--- config.mk ---
export PLATFORM = sky130hd
export DESIGN_NAME = spread
export DESIGN_NICKNAME = d
export VERILOG_FILES = /design/src/rtl/spread.sv
export SDC_FILE = /design/constraint.sdc
export NUM_CORES = 1
export LEC_CHECK = 0
export BUFFER_PORTS_ARGS = -buffer_cell sky130_fd_sc_hd__buf_2
export CORE_AREA = 2 2 39 41
export DETAILED_ROUTE_END_ITERATION = 8
export DIE_AREA = 0 0 41 43
export SLEW_MARGIN = 20
export SYNTH_ARGS = -nofsm -noshare
export SYNTH_HDL_FRONTEND = slang
export SYNTH_SLANG_ARGS = --single-unit
--- constraint.sdc ---
create_clock -name i_clk -period 1.61 [get_ports i_clk]
set_input_delay 0.161 -clock i_clk [delete_from_list [all_inputs] [get_ports i_clk]]
set_output_delay 0.161 -clock i_clk [all_outputs]
set_load 0.005 [all_outputs]
--- src/rtl/spread.sv ---
// rtl/spread.sv - direct-sequence spreader: each accepted data bit becomes SPREAD chips.
// Chip k is the latched data bit XORed with CODE[SPREAD-1-k]; all outputs are registered.
module spread #(
    parameter int                SPREAD = 24,
    parameter logic [SPREAD-1:0] CODE   = 24'hE25B34
) (
    input  logic i_clk,
    input  logic i_reset,
    output logic o_ready,
    input  logic i_data,
    input  logic i_valid,
    output logic o_data,
    output logic o_valid
);

    localparam int CW = $clog2(SPREAD + 1);
    localparam int CD = 2 ** CW;
    localparam logic [CW-1:0] LAST = CW'(SPREAD);

    typedef enum logic {IDLE = 1'b0, BUSY = 1'b1} state_t;

    state_t        state_q, state_d;
    logic [CW-1:0] cnt_q, cnt_d;
    logic          bit_q, bit_d;
    logic          ready_q, ready_d;
    logic          valid_q, valid_d;
    logic          data_q, data_d;
    logic [CD-1:0] code_rev;
    logic          accept;
    logic          last;

    // Code reversed and zero-padded so the chip counter indexes it directly.
    for (genvar k = 0; k < CD; k++) begin : g_code
        if (k < SPREAD) begin : g_on
            assign code_rev[k] = CODE[SPREAD-1-k];
        end else begin : g_off
            assign code_rev[k] = 1'b0;
        end
    end

    // ready_q is low on the first edge after reset, which blocks an accept there.
    assign accept = (state_q == IDLE) && ready_q && i_valid;
    assign last   = (cnt_q == LAST);

    always_ff @(posedge i_clk or negedge i_reset) begin
        if (!i_reset) begin
            state_q <= IDLE;
            cnt_q   <= '0;
            bit_q   <= 1'b0;
            ready_q <= 1'b0;
            valid_q <= 1'b0;
            data_q  <= 1'b0;
        end else begin
            state_q <= state_d;
            cnt_q   <= cnt_d;
            bit_q   <= bit_d;
            ready_q <= ready_d;
            valid_q <= valid_d;
            data_q  <= data_d;
        end
    end

    always_comb begin
        state_d = state_q;
        case (state_q)
            IDLE:    if (accept) state_d = BUSY;
            BUSY:    if (last)   state_d = IDLE;
            default: state_d = IDLE;
        endcase
    end

    always_comb begin
        cnt_d   = cnt_q;
        bit_d   = bit_q;
        ready_d = ready_q;
        valid_d = valid_q;
        data_d  = data_q;
        case (state_q)
            IDLE: begin
                ready_d = 1'b1;
                valid_d = 1'b0;
                data_d  = 1'b0;
                if (accept) begin
                    ready_d = 1'b0;
                    valid_d = 1'b1;
                    data_d  = i_data ^ code_rev[0];
                    cnt_d   = CW'(1);
                    bit_d   = i_data;
                end
            end
            BUSY: begin
                if (last) begin
                    ready_d = 1'b1;
                    valid_d = 1'b0;
                    data_d  = 1'b0;
                    cnt_d   = '0;
                end else begin
                    ready_d = 1'b0;
                    valid_d = 1'b1;
                    data_d  = bit_q ^ code_rev[cnt_q];
                    cnt_d   = cnt_q + CW'(1);
                end
            end
            default: begin
                ready_d = 1'b0;
                valid_d = 1'b0;
                data_d  = 1'b0;
                cnt_d   = '0;
            end
        endcase
    end

    assign o_ready = ready_q;
    assign o_valid = valid_q;
    assign o_data  = data_q;

endmodule

==> metrics.md, run 1 <==
| Metric | Value |
|---|---|
| Status | finished clean |
| Mean Syn Cell Area | 10.1 sq um |
| P per Cell Area | around 1800 nW/um^2 |
| Routed length per instance | around 12 um |
| CTS Root Cell | clkbuf_4 |
| Die X | ~41 um |
| IO Pins | 7 |
| Setup WS pre-CTS | 107 ps |
| Worst vdd ir | between 0.6 and 0.7 mV |
| Post-cts repair resize count | 0 |
| Switching part of the total power | between 30% and 40% |
| Synth top area share | 42.2% |
| Reg2reg end | o_data |
| CTS tree | yes |
| Placer Congestion | approximately 0.76 |
| Core area | about 1400 sq um |
| R2R cell count | 5 |
| HPWL after DPL | a little over 700 um |
| Finished Cell Area | 617 sq um |
| Tightest Pin Transition | roughly 320 ps |
| Final period utilization | a little over 90% |
| Pint | around 0.69 mW |
| Min-delay src | i_data |
| # clock sinks | 9 |
| Pin count of the biggest net entering global routing | 10 |
| Area growth, synth to finish | 15.5% |
| Initial core utilization | approximately two fifths |
| Flop-to-flop setup slack | ~110 ps |
| Peak Freq | between 600 and 700 MHz |
| Num CTS Buffers | 3 |
| Placed instance area | 581 sq um |
| RR Startpoint | cnt_q[0] |
| Number of flops mapped to enable cells by yosys | 0 |
| Most frequent cells after synthesis | 9 x dfrtp_1, 6 x nand3_1, 4 x inv_1, 4 x nand2_1 |
| Antenna cells | 0 |
| Synth Instances | between 50 and 60 |
| Global-route wire length before repair | roughly 1800 um |
| Utilization after layout | 44.6% |
| Setup TNS | 0 ps |
| Syn Nets | 60 |
| WS Path Type | flip-flop to flip-flop |
| IO Port Bufs | 6 |
| Relative slew slack | 78.6% |
| Number of DRC markers in iteration 0 | 6 |
| Max Clock Skew | between 2 and 3 ps |
| Yosys top cell by area | dfrtp_1 |
| CP endpoint kind | flip-flop |
| Top FF cell, synth | dfrtp_1 |
| Setup bufs post-CTS | 0 |
| Placed Cells | 75 |
| Netlist cell types | 25 |
| Worst Hold Endpoint | o_data |
| Fin crit period | 1500 ps |
| Endpoints failing hold | 0 |
| Worst setup SP type | flip-flop |
| Ys async rst share | 100% |
| Mapped cell area | about 530 sq um |
| Synthesis Warnings | 0 |
| Sw power | 0.444 mW |
| RSZ-0062 raised after global routing | false |
| Share of power burned in combinational logic | between 40 and 50% |
| Most frequent cell after synthesis | dfrtp_1 |
| Power consumption | between 1 and 1.5 mW |
| Min setup slack post-route | around 110 ps |
| Fin. max-slew vios | 0 |
| Clk_lat worst skew | about 260 ps |
| Via/cell ratio | between 5 and 6 |
| Number of nets still failing antenna checks after routing | 0 |
| Critical Path RT | 1750 ps |
| Die area | roughly 1800 sq um |
| Hold Path Class | input pin to flip-flop |
| Cts-stage hold buffer count | 1 |
| Vias in the first global route | roughly 420 |
| Seq pwr share | between 30% and 40% |
| Leak | between 0.2 and 0.3 nW |
| Site row count | 14 |
| Max Cap Violations | 0 |
| Hold Worst Slack | between 100 and 150 ps |
| Clk buf depth | 2 |
| Vias | 412 |
| Final Setup Violations | 0 |
| Final WL | slightly below 1000 um |
| GRT Overall Usage | between 10% and 20% |
| Crit Path Max Fanout | 6 |
| Clk pin slew, worst setup/hold paths | ~60 ps |
| Clock Power Share | about 15% |
| Non-Filler Instances | 80 |
| DRC | 0 |
| Seq/Total Area, Yosys | roughly 42% |
| Overflow after GRT | 0 |
| Die Ht | roughly 43 um |
| Largest cells by area after synthesis | dfrtp_1 42%, ha_1 7.0%, nand3_1 5.6%, a21o_2 3.3%, xor2_1 3.3% |
| Ratio of cells with drive above 1 in the final layout | a little under a third |
| Net count, final | 72 |
| Seq cells post-synth | 9 |
| Fill count | around 150 |
| Crit path arrival time | 1640 ps |
| Worst hold path cell count | 2 |
| H-tree depth | 1 |
| Initial antenna violation count | 0 |
| Drt first pass iters | 4 |
worst max-delay path by stage:
stage	start	to	slack [ps]	cells past startpoint
2_1_floorplan	cnt_q[1]	o_data	150	6
3_3_place_gp	cnt_q[0]	o_data	150	5
3_5_place_dp	cnt_q[0]	o_data	110	5
4_1_cts	cnt_q[0]	o_data	100	5
5_1_grt	cnt_q[0]	o_data	20	6
6_report	cnt_q[0]	o_data	110	5
area by class of cell:
| cell class | instances | area, sq um | area share, % |
|---|---|---|---|
| tap | 16 | 20.0 | 3.25 |
| clock buffer | 4 | 26.3 | 4.26 |
| timing repair buffer | 8 | 47.5 | 7.71 |
| inverter | 4 | 15.0 | 2.43 |
| multi-input combinational | 39 | 283 | 45.8 |
| sequential | 9 | 225 | 36.5 |
routing by layer:
metal | routed length, um | GRT usage, % | vias up
li1 | - | - | 205
met5 | 0 | 0 | -
met2 | 497 | 23.4 | 4
met3 | 42 | 9.42 | 2
met1 | 425 | 17.5 | 201
met4 | 18 | 8.00 | 0
flip-flops by register name, summed over array words and instances (netlist names):
register / count
o_data: 1
o_valid: 1
cnt_q: 5
bit_q: 1
o_ready: 1
worst max-delay path, stage by stage, from the launching register on:
cell      delay, ps
dfrtp_1         430
ha_1            230
a21o_2          220
a221oi_2        240
a31o_2          190
o221ai_2         70
cell usage in the layout, fill, tap and decap left out, types with 2 or more instances in the layout:
| cell type | count |
|---|---|
| dfrtp_1 | 9 |
| nand3_1 | 6 |
| buf_2 | 6 |
| inv_1 | 4 |
| nand2_1 | 4 |
| o21ai_0 | 3 |
| a21oi_1 | 3 |
| ha_1 | 3 |
| clkbuf_4 | 3 |
| nand2b_1 | 2 |
| a21o_2 | 2 |
| xor2_1 | 2 |
power by group through the flow:
stage	logic, mW	clock network, mW	registers, mW
3_3_place_gp	0.513	0	0.449
5_1_grt	0.595	0.192	0.469
3_5_place_dp	0.524	0	0.451
2_1_floorplan	0.422	0	0.427
4_1_cts	0.527	0.181	0.450
6_report	0.516	0.173	0.449
cells by family after synthesis:
group | after synthesis | synth area share, %
compound gates | 13 | 19.0
xor+xnor | 2 | 3.28
fa+ha+maj | 3 | 7.03
buf+inv | 5 | 4.92
flops | 9 | 42.2
mux | 1 | 2.11
simple gates | 20 | 21.5
Note: power is estimated with default switching activity, not from simulation.
==> run 2: changes to the inputs <==
- clock period: 1.61 -> 1.75 ns (I/O delays scaled with it)
==> run 2 against run 1 <==
Hold slack improved by 9.2 ps. Cell area decreased by 1.2%. Routed wire length decreased by 4.7%. Fmax decreased by 6.6%. Via count decreased by 3.4%. First-iteration DRC count decreased by 17%. Total power decreased by 9.4%. Clock skew decreased by 2.5 ps. Final cell count decreased by 1.3%. Clock-buffer cell count unchanged. Critical endpoint unchanged. Highest routed layer unchanged.
==> metrics.md, run 2 (same netlist as run 1, synthesis figures left out) <==
| Metric | Value |
|---|---|
| CP top delay family | compound AO/OA/AOI/OAI gates (unchanged) |
| Share of power burned in combinational logic | 42.7% (was 45.3%) |
| CTS tree | yes (unchanged) |
| Endpoints failing hold | 0 (unchanged) |
| Setup TNS | 0 ps (unchanged) |
| Area growth, synth to finish | 14.1% (was 15.5%) |
| Max stage delay on crit path | 470 ps (was 430 ps) |
| Crit Path Max Fanout | 7 (was 6) |
| Peak Freq | 622 MHz (was 666 MHz) |
| Core area | 1380 sq um (unchanged) |
| Max Cap Violations | 0 (unchanged) |
| Sum of buffers and inverters on the critical path | 1 (was 0) |
| Die area | 1760 sq um (unchanged) |
| H-tree depth | 1 (unchanged) |
| Max FFs per register | 5 (unchanged) |
| IO Pins | 7 (unchanged) |
| Hold Path Class | input pin to flip-flop (unchanged) |
| Relative slew slack | 77.0% (was 78.6%) |
| Most frequent cells in the layout | 9 x dfrtp_1, 6 x nand3_1, 6 x buf_2, 4 x inv_1, 4 x nand2_1 (unchanged) |
| Clk buf depth | 2 (unchanged) |
| CP endpoint kind | flip-flop (unchanged) |
| Initial antenna violation count | 0 (unchanged) |
| Largest Register | cnt_q (unchanged) |
| Placed instance area | 573 sq um (was 581 sq um) |
| CTS Root Cell | clkbuf_4 (unchanged) |
| Fin crit period | 1610 ps (was 1500 ps) |
| Max Clock Skew | 0.374 ps (was 2.83 ps) |
| Leak | 0.292 nW (was 0.297 nW) |
| Drt first pass iters | 3 (was 4) |
| Site row count | 14 (unchanged) |
| Overflow after GRT | 0 (unchanged) |
| Finished Cell Area | 609 sq um (was 617 sq um) |
| Via/cell ratio | 5.04 (was 5.15) |
| Sw power | 0.408 mW (was 0.444 mW) |
| Final period utilization | 91.8% (was 93.2%) |
| Placer Congestion | 0.780 (was 0.755) |
| Fill count | 139 (was 146) |
| Most common cell after layout, fill and taps aside | dfrtp_1 (unchanged) |
| WS Path Type | flip-flop to flip-flop (unchanged) |
| P per Cell Area | 1690 nW/um^2 (was 1840 nW/um^2) |
| Net count, final | 71 (was 72) |
| Critical Path RT | 1890 ps (was 1750 ps) |
| # clock sinks | 9 (unchanged) |
| GRT Overall Usage | 14.9% (was 16.0%) |
| Final Setup Violations | 0 (unchanged) |
| Switching part of the total power | 39.6% (was 39.0%) |
| Pin count of the biggest net entering global routing | 10 (unchanged) |
| Global-route wire length before repair | 1690 um (was 1780 um) |
| Seq pwr share | 41.8% (was 39.5%) |
| Status | finished clean (unchanged) |
| Num CTS Buffers | 3 (unchanged) |
| Clk pin slew, worst setup/hold paths | 60 ps (about the same) |
| Tightest Pin Transition | 344 ps (was 320 ps) |
| Final WL | 937 um (was 983 um) |
| Ratio of cells with drive above 1 in the final layout | 30.2% (was 31.3%) |
| DRC | 0 (unchanged) |
| Die Ht | 43 um (unchanged) |
| Worst vdd ir | 0.709 mV (was 0.692 mV) |
| Crit path arrival time | 1750 ps (was 1640 ps) |
| Vias in the first global route | 394 (was 415) |
| Worst setup SP type | flip-flop (unchanged) |
| HPWL after DPL | 673 um (was 724 um) |
| Clock Power Share | 15.6% (was 15.2%) |
| Pint | 0.623 mW (was 0.694 mW) |
| Worst path slowest cell | dfrtp_1 (unchanged) |
| Crit-path cells | inv_1 -> ha_1 -> a21o_2 -> a221oi_2 -> a31o_2 -> o221ai_2 (was ha_1 -> a21o_2 -> a221oi_2 -> a31o_2 -> o221ai_2) |
| IO Port Bufs | 6 (unchanged) |
| Vias | 398 (was 412) |
| Routed length per instance | 11.9 um (was 12.3 um) |
| Clk_lat worst skew | 260 ps (about the same) |
| Die X | 41 um (unchanged) |
| Initial core utilization | 38.6% (unchanged) |
| Antenna cells | 0 (unchanged) |
| Number of DRC markers in iteration 0 | 5 (was 6) |
| Number of nets still failing antenna checks after routing | 0 (unchanged) |
| Fin. max-slew vios | 0 (unchanged) |
| Setup bufs post-CTS | 0 (unchanged) |
| RSZ-0062 raised after global routing | false (unchanged) |
## run 2: cell types whose count changed in the layout (fill, tap and decap cells not counted), sizes merged
| cell | change |
|---|---|
| buf | -1 |
## run 2: cell type report
type	instances	area [sq um]	area share [%]
clock buffers	4	26.3	4.31
flip-flops and latches	9	225	37.0
repair buffers	7	40.0	6.57
well taps	16	20.0	3.29
inverters	4	15.0	2.46
multi-input cells	39	283	46.4
## run 2: worst register-to-register path, delay by kind of cell, from the launching register on
family	cells	cell delay [ps]
adders and majority gates	1	200
AOI/OAI and AO/OA	4	710
DFF	1	470
buffers and inverters	1	100
## run 2: worst paths after layout
path | slack, ps | to | startpoint | cells after the start
max | 140 | o_data | cnt_q[1] | 6
min | 150 | o_data | i_data | 2
max reg2reg | 140 | o_data | cnt_q[1] | 6
min reg2reg | 540 | bit_q | bit_q | 1
max in group asynchronous | 1280 | o_data | i_reset | 2
min in group asynchronous | 290 | cnt_q[2] | i_reset | 2
## run 2: power groups by stage
stage	logic, mW	clock network [mW]	registers, mW
floorplan	0.388	0	0.393
global placement	0.435	0	0.435
detailed placement	0.439	0	0.435
CTS	0.445	0.167	0.433
global route	0.506	0.180	0.457
finish	0.440	0.160	0.431
## run 2: what timing repair did
item	4_1_cts	5_1_grt
resized for setup	0	0
setup endpoints to repair	0	0
hold endpoints to repair	9	0
hold buffers	1	0
## run 2: metrics by stage
step / hold WS (ps) / setup slack (ps) / std cells / util (%) / power (mW)
global route: 164 / 43.0 / 79 / 44.0 / 1.14
global placement: 39.7 / 194 / 74 / 41.4 / 0.870
detailed placement: 41.0 / 176 / 74 / 41.4 / 0.874
finish: 147 / 143 / 79 / 44.0 / 1.03
CTS: 141 / 153 / 79 / 44.0 / 1.05
floorplan: -121 / 289 / 53 / - / 0.780
## run 2: routing by layer
| layer | global-route usage, % | vias to the layer above | part of all wire, % |
|---|---|---|---|
| met3 | 4.71 | 2 | 2.1 |
| met5 | 0 | - | 0 |
| met1 | 19.6 | 184 | 47 |
| met4 | 8.00 | 0 | 1.9 |
| met2 | 20.9 | 4 | 49 |
| li1 | - | 208 | - |
